File: src/rtl/address_bus_sequencer_if.sv
// Bus-side signal bundle for address_bus_sequencer.
//
// master : the requester side (CPU datapath sources, select, start, write
//          qualifier) plus the memory ready line; it drives the request and
//          observes the registered bus outputs.
// slave  : the sequencer itself.
//
// Signals
//   src_addr   NUM_SRC*ADDR_WIDTH  packed sources, source i = [i*ADDR_WIDTH +: ADDR_WIDTH]
//   addr_busx  SEL_WIDTH           source select, sampled only with start
//   start      1                   request a bus cycle
//   we_in      1                   write qualifier, sampled with start
//   mem_ready  1                   memory/IO ready
//   addr       ADDR_WIDTH          registered bus address
//   addr_valid 1                   high throughout ACCESS
//   we         1                   registered write enable, valid with addr_valid
//   busy       1                   high in ACCESS
//   done       1                   one-cycle completion pulse
//   bus_err    1                   one-cycle timeout pulse coincident with done
interface address_bus_sequencer_if #(
    parameter int unsigned ADDR_WIDTH = 16,
    parameter int unsigned NUM_SRC    = 4,
    parameter int unsigned SEL_WIDTH  = 2
);
    logic [NUM_SRC*ADDR_WIDTH-1:0] src_addr;
    logic [SEL_WIDTH-1:0]          addr_busx;
    logic                          start;
    logic                          we_in;
    logic                          mem_ready;
    logic [ADDR_WIDTH-1:0]         addr;
    logic                          addr_valid;
    logic                          we;
    logic                          busy;
    logic                          done;
    logic                          bus_err;

    modport master (
        output src_addr, addr_busx, start, we_in, mem_ready,
        input  addr, addr_valid, we, busy, done, bus_err
    );

    modport slave (
        input  src_addr, addr_busx, start, we_in, mem_ready,
        output addr, addr_valid, we, busy, done, bus_err
    );
endinterface

File: src/rtl/address_bus_sequencer.sv
// Address bus sequencer: picks one of NUM_SRC address sources, registers it
// and runs one memory bus cycle (IDLE -> ACCESS -> COMPLETE) with a
// programmable number of wait states and a mem_ready handshake.
//
// Ports
//   clk_i   system clock, rising edge
//   rst_i   synchronous, active-high reset
//   bus_io  address_bus_sequencer_if.slave (sources, select, start, we_in,
//           mem_ready in; addr, addr_valid, we, busy, done, bus_err out)
//
// Optional feature: define ADDR_BUS_TIMEOUT_EN to abort an ACCESS after
// TIMEOUT_CYCLES cycles of mem_ready low (counted once the wait states have
// elapsed); the abort completes with done and bus_err pulsing together.
// Without the macro bus_err is tied low and ACCESS waits for mem_ready forever.
module address_bus_sequencer #(
    parameter int unsigned ADDR_WIDTH     = 16,
    parameter int unsigned NUM_SRC        = 4,
    parameter int unsigned SEL_WIDTH      = 2,
    parameter int unsigned WAIT_STATES    = 0,
    parameter int unsigned TIMEOUT_CYCLES = 16
) (
    input logic                   clk_i,
    input logic                   rst_i,
    address_bus_sequencer_if.slave bus_io
);

    if (NUM_SRC < 2 || (2 ** SEL_WIDTH) < NUM_SRC || WAIT_STATES > 15 ||
        TIMEOUT_CYCLES == 0) begin : g_param_check
        $error("address_bus_sequencer: illegal parameter combination");
    end

    typedef enum logic [1:0] {
        StIdle,
        StAccess,
        StComplete
    } state_e;

    state_e                  state_q, state_d;
    logic [ADDR_WIDTH-1:0]   addr_q, addr_d;
    logic [ADDR_WIDTH-1:0]   sel_addr;
    logic                    we_q, we_d;
    logic [3:0]              wait_q, wait_d;

`ifdef ADDR_BUS_TIMEOUT_EN
    localparam int unsigned ToWidth = $clog2(TIMEOUT_CYCLES + 1);

    logic [ToWidth-1:0]      to_q, to_d;
    logic                    err_q, err_d;
`endif

    // Source mux; an out-of-range select matches no source and yields 0.
    always_comb begin
        sel_addr = '0;
        for (int unsigned i = 0; i < NUM_SRC; i++) begin
            if (bus_io.addr_busx == SEL_WIDTH'(i)) begin
                sel_addr = bus_io.src_addr[i*ADDR_WIDTH +: ADDR_WIDTH];
            end
        end
    end

    always_comb begin
        state_d = state_q;
        addr_d  = addr_q;
        we_d    = we_q;
        wait_d  = wait_q;
`ifdef ADDR_BUS_TIMEOUT_EN
        to_d    = to_q;
        err_d   = 1'b0;
`endif
        unique case (state_q)
            StIdle, StComplete: begin
                if (bus_io.start) begin
                    addr_d  = sel_addr;
                    we_d    = bus_io.we_in;
                    wait_d  = 4'(WAIT_STATES);
`ifdef ADDR_BUS_TIMEOUT_EN
                    to_d    = '0;
`endif
                    state_d = StAccess;
                end else begin
                    state_d = StIdle;
                end
            end
            StAccess: begin
                // mem_ready is deliberately ignored until the wait states run out.
                if (wait_q != 4'd0) begin
                    wait_d = wait_q - 4'd1;
                end else if (bus_io.mem_ready) begin
                    state_d = StComplete;
`ifdef ADDR_BUS_TIMEOUT_EN
                end else if (to_q == ToWidth'(TIMEOUT_CYCLES - 1)) begin
                    // This edge is the TIMEOUT_CYCLES-th low-ready cycle.
                    state_d = StComplete;
                    err_d   = 1'b1;
                end else begin
                    to_d = to_q + ToWidth'(1);
`endif
                end
            end
            default: state_d = StIdle;
        endcase
    end

    always_ff @(posedge clk_i) begin
        if (rst_i) begin
            state_q <= StIdle;
            addr_q  <= '0;
            we_q    <= 1'b0;
            wait_q  <= '0;
`ifdef ADDR_BUS_TIMEOUT_EN
            to_q    <= '0;
            err_q   <= 1'b0;
`endif
        end else begin
            state_q <= state_d;
            addr_q  <= addr_d;
            we_q    <= we_d;
            wait_q  <= wait_d;
`ifdef ADDR_BUS_TIMEOUT_EN
            to_q    <= to_d;
            err_q   <= err_d;
`endif
        end
    end

    // All outputs come straight from registers (state decode or latched values).
    assign bus_io.addr       = addr_q;
    assign bus_io.addr_valid = (state_q == StAccess);
    assign bus_io.busy       = (state_q == StAccess);
    assign bus_io.we         = we_q & (state_q == StAccess);
    assign bus_io.done       = (state_q == StComplete);
`ifdef ADDR_BUS_TIMEOUT_EN
    // err_q is only ever set on the edge that enters StComplete.
    assign bus_io.bus_err    = err_q;
`else
    assign bus_io.bus_err    = 1'b0;
`endif

endmodule

File: src/flat_wrapper.sv
// flat-port wrapper written by rule: the top's interface ports become plain ports
module address_bus_sequencer_flat 
#(
    parameter int unsigned ADDR_WIDTH     = 16,
    parameter int unsigned NUM_SRC        = 4,
    parameter int unsigned SEL_WIDTH      = 2,
    parameter int unsigned WAIT_STATES    = 0,
    parameter int unsigned TIMEOUT_CYCLES = 16
)
  (clk_i, rst_i, bus_io_src_addr, bus_io_addr_busx, bus_io_start, bus_io_we_in, bus_io_mem_ready, bus_io_addr, bus_io_addr_valid, bus_io_we, bus_io_busy, bus_io_done, bus_io_bus_err);
  address_bus_sequencer_if #(.ADDR_WIDTH(ADDR_WIDTH), .NUM_SRC(NUM_SRC), .SEL_WIDTH(SEL_WIDTH)) bus_io_i ();
  input logic clk_i;
  input logic rst_i;
  input wire logic [$bits(bus_io_i.src_addr)-1:0] bus_io_src_addr;
  input wire logic [$bits(bus_io_i.addr_busx)-1:0] bus_io_addr_busx;
  input wire logic [$bits(bus_io_i.start)-1:0] bus_io_start;
  input wire logic [$bits(bus_io_i.we_in)-1:0] bus_io_we_in;
  input wire logic [$bits(bus_io_i.mem_ready)-1:0] bus_io_mem_ready;
  output wire logic [$bits(bus_io_i.addr)-1:0] bus_io_addr;
  output wire logic [$bits(bus_io_i.addr_valid)-1:0] bus_io_addr_valid;
  output wire logic [$bits(bus_io_i.we)-1:0] bus_io_we;
  output wire logic [$bits(bus_io_i.busy)-1:0] bus_io_busy;
  output wire logic [$bits(bus_io_i.done)-1:0] bus_io_done;
  output wire logic [$bits(bus_io_i.bus_err)-1:0] bus_io_bus_err;
  assign bus_io_i.src_addr = bus_io_src_addr;
  assign bus_io_i.addr_busx = bus_io_addr_busx;
  assign bus_io_i.start = bus_io_start;
  assign bus_io_i.we_in = bus_io_we_in;
  assign bus_io_i.mem_ready = bus_io_mem_ready;
  assign bus_io_addr = bus_io_i.addr;
  assign bus_io_addr_valid = bus_io_i.addr_valid;
  assign bus_io_we = bus_io_i.we;
  assign bus_io_busy = bus_io_i.busy;
  assign bus_io_done = bus_io_i.done;
  assign bus_io_bus_err = bus_io_i.bus_err;
  address_bus_sequencer #(.ADDR_WIDTH(ADDR_WIDTH), .NUM_SRC(NUM_SRC), .SEL_WIDTH(SEL_WIDTH), .WAIT_STATES(WAIT_STATES), .TIMEOUT_CYCLES(TIMEOUT_CYCLES)) u_core (.clk_i(clk_i), .rst_i(rst_i), .bus_io(bus_io_i));
endmodule
File: config.mk
export PLATFORM = sky130hd
export DESIGN_NAME = address_bus_sequencer_flat
export DESIGN_NICKNAME = d
export VERILOG_FILES = /design/src/rtl/address_bus_sequencer_if.sv /design/src/rtl/address_bus_sequencer.sv /design/src/flat_wrapper.sv
export SDC_FILE = /design/constraint.sdc
export NUM_CORES = 1
export LEC_CHECK = 0
export ABC_CLOCK_PERIOD_IN_PS = 2029
export BUFFER_PORTS_ARGS = -buffer_cell sky130_fd_sc_hd__buf_2
export CORE_ASPECT_RATIO = 0.9
export CORE_UTILIZATION = 42
export CTS_CLUSTER_DIAMETER = 150
export CTS_CLUSTER_SIZE = 25
export DETAILED_ROUTE_END_ITERATION = 12
export GPL_ROUTABILITY_DRIVEN = 0
export PLACE_DENSITY = 0.8
export SLEW_MARGIN = 20
export SYNTH_ARGS = -nofsm -noshare
export SYNTH_HDL_FRONTEND = slang
export SYNTH_SLANG_ARGS = --single-unit
File: constraint.sdc
create_clock -name clk_i -period 2.03 [get_ports clk_i]
set_clock_uncertainty 0.1 [all_clocks]
set_input_delay 0.1015 -clock clk_i [delete_from_list [all_inputs] [get_ports clk_i]]
set_output_delay 0.1015 -clock clk_i [all_outputs]
set_load 0.1 [all_outputs]
### Yosys cells after proc, flatten, opt, wreduce, memory -nomap -nowiden

Cells that the tools add are included.

| storage, ports and cells | value |
|---|---|
| bits in registers | 23 |
| input port bits | 71 |
| output and inout bits | 21 |

| cells by class | value |
|---|---|
| add/subtract/negate cells | 1 |
| equal/unequal tests | 9 |
| mux-type cells | 11 |
| bitwise logic cells | 1 |
| reductions and logical operators | 8 |

Operators with widths:

| operator | number |
|---|---|
| 16-bit two-way mux | 4 |
| 4-bit two-way mux | 2 |
| 4-bit one-hot mux with 2 select lines | 1 |
| 2-bit == test (second input constant) | 3 |
| 2-bit != test (second input constant) | 3 |
| 2-bit by 1-bit == test with 1-bit output (second input constant) | 2 |
| 2-bit zero test | 2 |
| 2-bit two-way mux | 2 |
| 2-bit one-hot mux with 2 select lines | 1 |
| 2-bit AND reduction | 2 |
| 4-bit nonzero test | 1 |
| 4-bit by 1-bit subtractor with 4-bit output (second input constant) | 1 |
| 3-bit AND reduction | 1 |
| 2-bit by 1-bit != test with 1-bit output (second input constant) | 1 |
| 2-bit nonzero test | 1 |
| 2-bit OR reduction | 1 |
| 1-bit AND | 1 |
| 1-bit two-way mux | 1 |

### Depth between registers and ports, before layout

| logic depth | value |
|---|---|
| depth in word-level cells | 5 |
| mapped depth | 6 |

### Least setup slack after synthesis

OpenSTA, ideal clock, no wires.

| timing path | value |
|---|---|
| path kind | register to output |
| from | register u_core.state_q[0] |
| to | output port bus_io_we |
| arrival time | 1764 ps |
| data required time | 1828 ps |
| slack | 65 ps |
| cell stages (with the launch flop) | 4 |
| cell sequence | dfxtp_1 -> nand2b_1 -> inv_2 -> and2_1 |

| between the ends | value |
|---|---|
| longest elaborated chain between the ends | 2 |

Ends and longest elaborated chain:

| what | RTL line | RTL |
|---|---|---|
| start, declared | address_bus_sequencer.sv:38 | `state_e state_q, state_d;` |
| start signal, assigned | address_bus_sequencer.sv:106 | `state_q <= StIdle;` |
| start signal, assigned | address_bus_sequencer.sv:115 | `state_q <= state_d;` |
| 2-bit by 1-bit == test with 1-bit output | -- |  |
| via bus_io_addr_valid | flat_wrapper.sv:20 | `output wire logic [$bits(bus_io_i.addr_valid)-1:0] bus_io_addr_valid;` |
| 1-bit AND | address_bus_sequencer.sv:130 | `assign bus_io.we = we_q & (state_q == StAccess);` |
| end, declared | flat_wrapper.sv:21 | `output wire logic [$bits(bus_io_i.we)-1:0] bus_io_we;` |

The timed path passes the listed nets, and every way through them passes these cells.

### Worst setup path in the final report

| timing path | value |
|---|---|
| from | register u_core.state_q[0] |
| to | output port bus_io_we |

| between the ends | value |
|---|---|
| longest elaborated chain between the ends | 2 |

Ends and longest elaborated chain:

| what | RTL line |
|---|---|
| 2-bit by 1-bit == test with 1-bit output | address_bus_sequencer.sv:130 |
| 1-bit AND | address_bus_sequencer.sv:130 |

Every way passes these cells.

==> impl_metrics.tcl <==
set metrics [dict create \
    status "complete, no violations" \
    holdWs_ns 0.0589 \
    syn_area_um2 1400 \
    worstPathCellList "nand2b_1 -> inv_2 -> and2_1 -> buf_2" \
    leakagePower_uw 0.00110 \
    grt-ovfl-total 0 \
    fill_cells 278 \
    route.detailed.drc 0 \
    ff2ff_path_depth 5 \
    via_count 1338 \
    max_freq_mhz 566 \
    cellPowerDensity_nw_per_um2 661 \
    ys_warn_count 0 \
    port_buffers 90 \
    io_pins 92 \
    critPathLaunchType "flop" \
    r2r_start "u_core.wait_q[0]" \
    worst_slew_pin_slew_ns 0.632 \
    p_int_uw 759 \
    clk_latency_ns 0.26 \
    yosysUniqueCellTypes 31 \
    pwr-share-clk 0.225 \
    synth_area_per_cell_um2 10.3 \
    peakVddDrop_mv 0.547 \
    track_usage 0.204 \
    seqPwrFrac 0.393 \
    n_antenna_cell 0 \
    die_w_um 62.8 \
    grt_max_degree 21 \
    multiInputGateArea_um2 831 \
    wl_per_cell_um 13.5 \
    crit_cells 4 \
    root_buffer "clkbuf_8" \
    hold_path_depth 3 \
    path_buf_inv 2 \
    cp-startpoint "u_core.state_q[0]" \
    postCtsSetupRepairBufs 0 \
    hold_violations 0 \
    fin_crit_ns 1.77 \
    clkTransAtPathRegs_ns 0.08 \
    dp_hpwl_um 2870 \
    core_area_um2 3110 \
    htree_levels 1 \
    initial_core_util 0.448 \
    hold_class "in2reg" \
    p_total_uw 1260 \
    crit_slowest_cell "buf_2" \
    crit_arrival_ns 1.57 \
    final.period_utilization 0.871 \
    max_stage_delay_ns 0.41 \
    grt_first_pass_wirelength_um 5660 \
    min-delay-start "bus_io_mem_ready" \
    die_area_um2 3560 \
    nNetsFinal 296 \
    ff_latch_area_um2 460 \
    cts_buffer_depth 2 \
    clock-sinks 23 \
    cp-end-kind "primary output" \
    die_height_um 56.7 \
    drt_pass1_iterations 4 \
    sw_frac_of_total 0.398 \
    crit_fanout 7 \
    critPathTopFamily "buffers and inverters" \
    worstPathRequired_ns 1.83 \
    slew_headroom 0.578 \
    rsz0062_at_grt "false" \
    grt_pass1_vias 1261 \
    switching_power_uw 503 \
    num_rows 19 \
    drive_gt1_frac 0.491 \
    drv_slew 0 \
    fin_setup_tns_ns 0 \
    pwr-share-comb 0.382 \
    setup_viol 0 \
    ys_ff_latch 23 \
    vias_per_cell 5.07 \
    cap_violations 0 \
    totalWireLength_um 3570 \
    ys_seq_area_frac 0.330 \
    drtAntennaViolNets 0 \
    drt_iter0_drc 25 \
    synthCells 136 \
    crit_type "reg2out" \
    cts_tree "done" \
    areaGrowthSynthToFinish_pct 36.8 \
    syn_nets 209 \
    cts_made_buffers 3 \
    antenna_found_initial 0 \
]
[cells in the mapped netlist]
cell type	instances	area, µm²
mux2i_1	33	330
dfxtp_1	23	460
a21o_1	17	128
o22ai_2	10	125
o22ai_1	6	37.5
buf_2	5	25.0
inv_1	5	18.8
o2111ai_1	3	26.3
a21oi_1	2	10.0
buf_4	2	15.0
buf_6	2	22.5
clkbuf_1	2	7.51
ha_1	2	25.0
nand2_1	2	7.51
nand2b_1	2	12.5
nand3_1	2	10.0
nand4bb_1	2	22.5
nor2_1	2	7.51
nor2b_1	2	12.5
a21boi_1	1	7.51
and2_1	1	6.26
buf_8	1	15.0
conb_1	1	3.75
inv_2	1	3.75
nor3_1	1	5.00
nor3b_1	1	7.51
nor4_1	1	6.26
o31ai_1	1	7.51
o41ai_1	1	8.76
or4_1	1	7.51
or4b_4	1	13.8
[registers in the layout, summed over array words and instances, names as in the netlist]
name and count:
u_core.bus_io.addr 16, u_core.state_q 2, u_core.wait_q 4, u_core.we_q 1
[cells in the final DEF, fill, tap and decap left out, types with 2 or more instances in the layout]
cell | netlist | routed
a21o_1 | 17 | 17
dlygate4sd3_1 | 0 | 2
inv_1 | 5 | 5
a21oi_1 | 2 | 2
clkbuf_8 | 0 | 3
nand2b_1 | 2 | 2
o22ai_2 | 10 | 10
nand3_1 | 2 | 2
nand4bb_1 | 2 | 2
dfxtp_1 | 23 | 23
nor2b_1 | 2 | 2
o2111ai_1 | 3 | 3
o22ai_1 | 6 | 6
buf_2 | 5 | 90
ha_1 | 2 | 2
mux2i_1 | 33 | 33
nand2_1 | 2 | 2
[power by group through the flow]
stage | Combinational [µW] | Clock [µW] | Sequential (µW)
final | 482 | 284 | 496
after global routing | 507 | 312 | 500
after CTS | 486 | 294 | 496
after detailed placement | 482 | 0 | 507
after global placement | 476 | 0 | 505
after floorplan | 180 | 0 | 696
[kinds of logic (layout without fill, tap and decap cells)]
family,after synthesis,count (layout),share of synthesized area
multiplexers,33,33,0.237
other,1,1,0.00269
AO/OA/AOI/OAI,41,41,0.251
adder cells (fa/ha/maj),2,2,0.0179
AND/OR/NAND/NOR,18,18,0.0851
flip-flops,23,23,0.330
buffers and inverters,18,104,0.0771
[path summary, 6_finish.rpt]
check,to,slack [ns]
max,bus_io_we,0.26
min,u_core.state_q[1],0.06
max reg2reg,u_core.wait_q[1],0.48
min reg2reg,u_core.bus_io.addr[13],0.35
[per-layer routing]
| metal | part of all wire | global-route usage | wire length [µm] | vias to the layer above |
|---|---|---|---|---|
| met2 | 0.49 | 0.342 | 1740 | 46 |
| met1 | 0.44 | 0.247 | 1560 | 609 |
| met5 | 0 | 0 | 0 | - |
| li1 | - | - | - | 679 |
| met4 | 0.0095 | 0.0465 | 34 | 0 |
| met3 | 0.065 | 0.0772 | 232 | 4 |
[through the flow]
| step | utilization | worst slack, ns | instance area [µm²] | instances |
|---|---|---|---|---|
| 6_report | 0.613 | 0.262 | 1910 | 264 |
| 5_1_grt | 0.613 | 0.165 | 1910 | 264 |
| 4_1_cts | 0.613 | 0.248 | 1910 | 264 |
| 3_5_place_dp | 0.591 | 0.303 | 1840 | 258 |
| 3_3_place_gp | 0.591 | 0.315 | 1840 | 258 |
| 2_1_floorplan | - | 0.0648 | 1400 | 136 |
[repair_timing]
action	4_1_cts	5_1_grt
hold buffers	2	0
hold endpoints to repair	2	0
gates resized for setup	0	0
[worst reg2reg max path, stage by stage, from the launching register on]
cell,delay [ns]
dfxtp_1,0.33
inv_1,0.10
ha_1,0.22
nor3b_1,0.47
o2111ai_1,0.16
o41ai_1,0.08
[cell type report]
type	count	area share
clock buffers	3	0.0216
clock inverters	1	0.00262
inverters	6	0.0118
multi-input cells	95	0.435
flip-flops and latches	23	0.241
well taps	42	0.0275
repair buffers	94	0.261
Note: power is estimated with default switching activity, not from simulation.
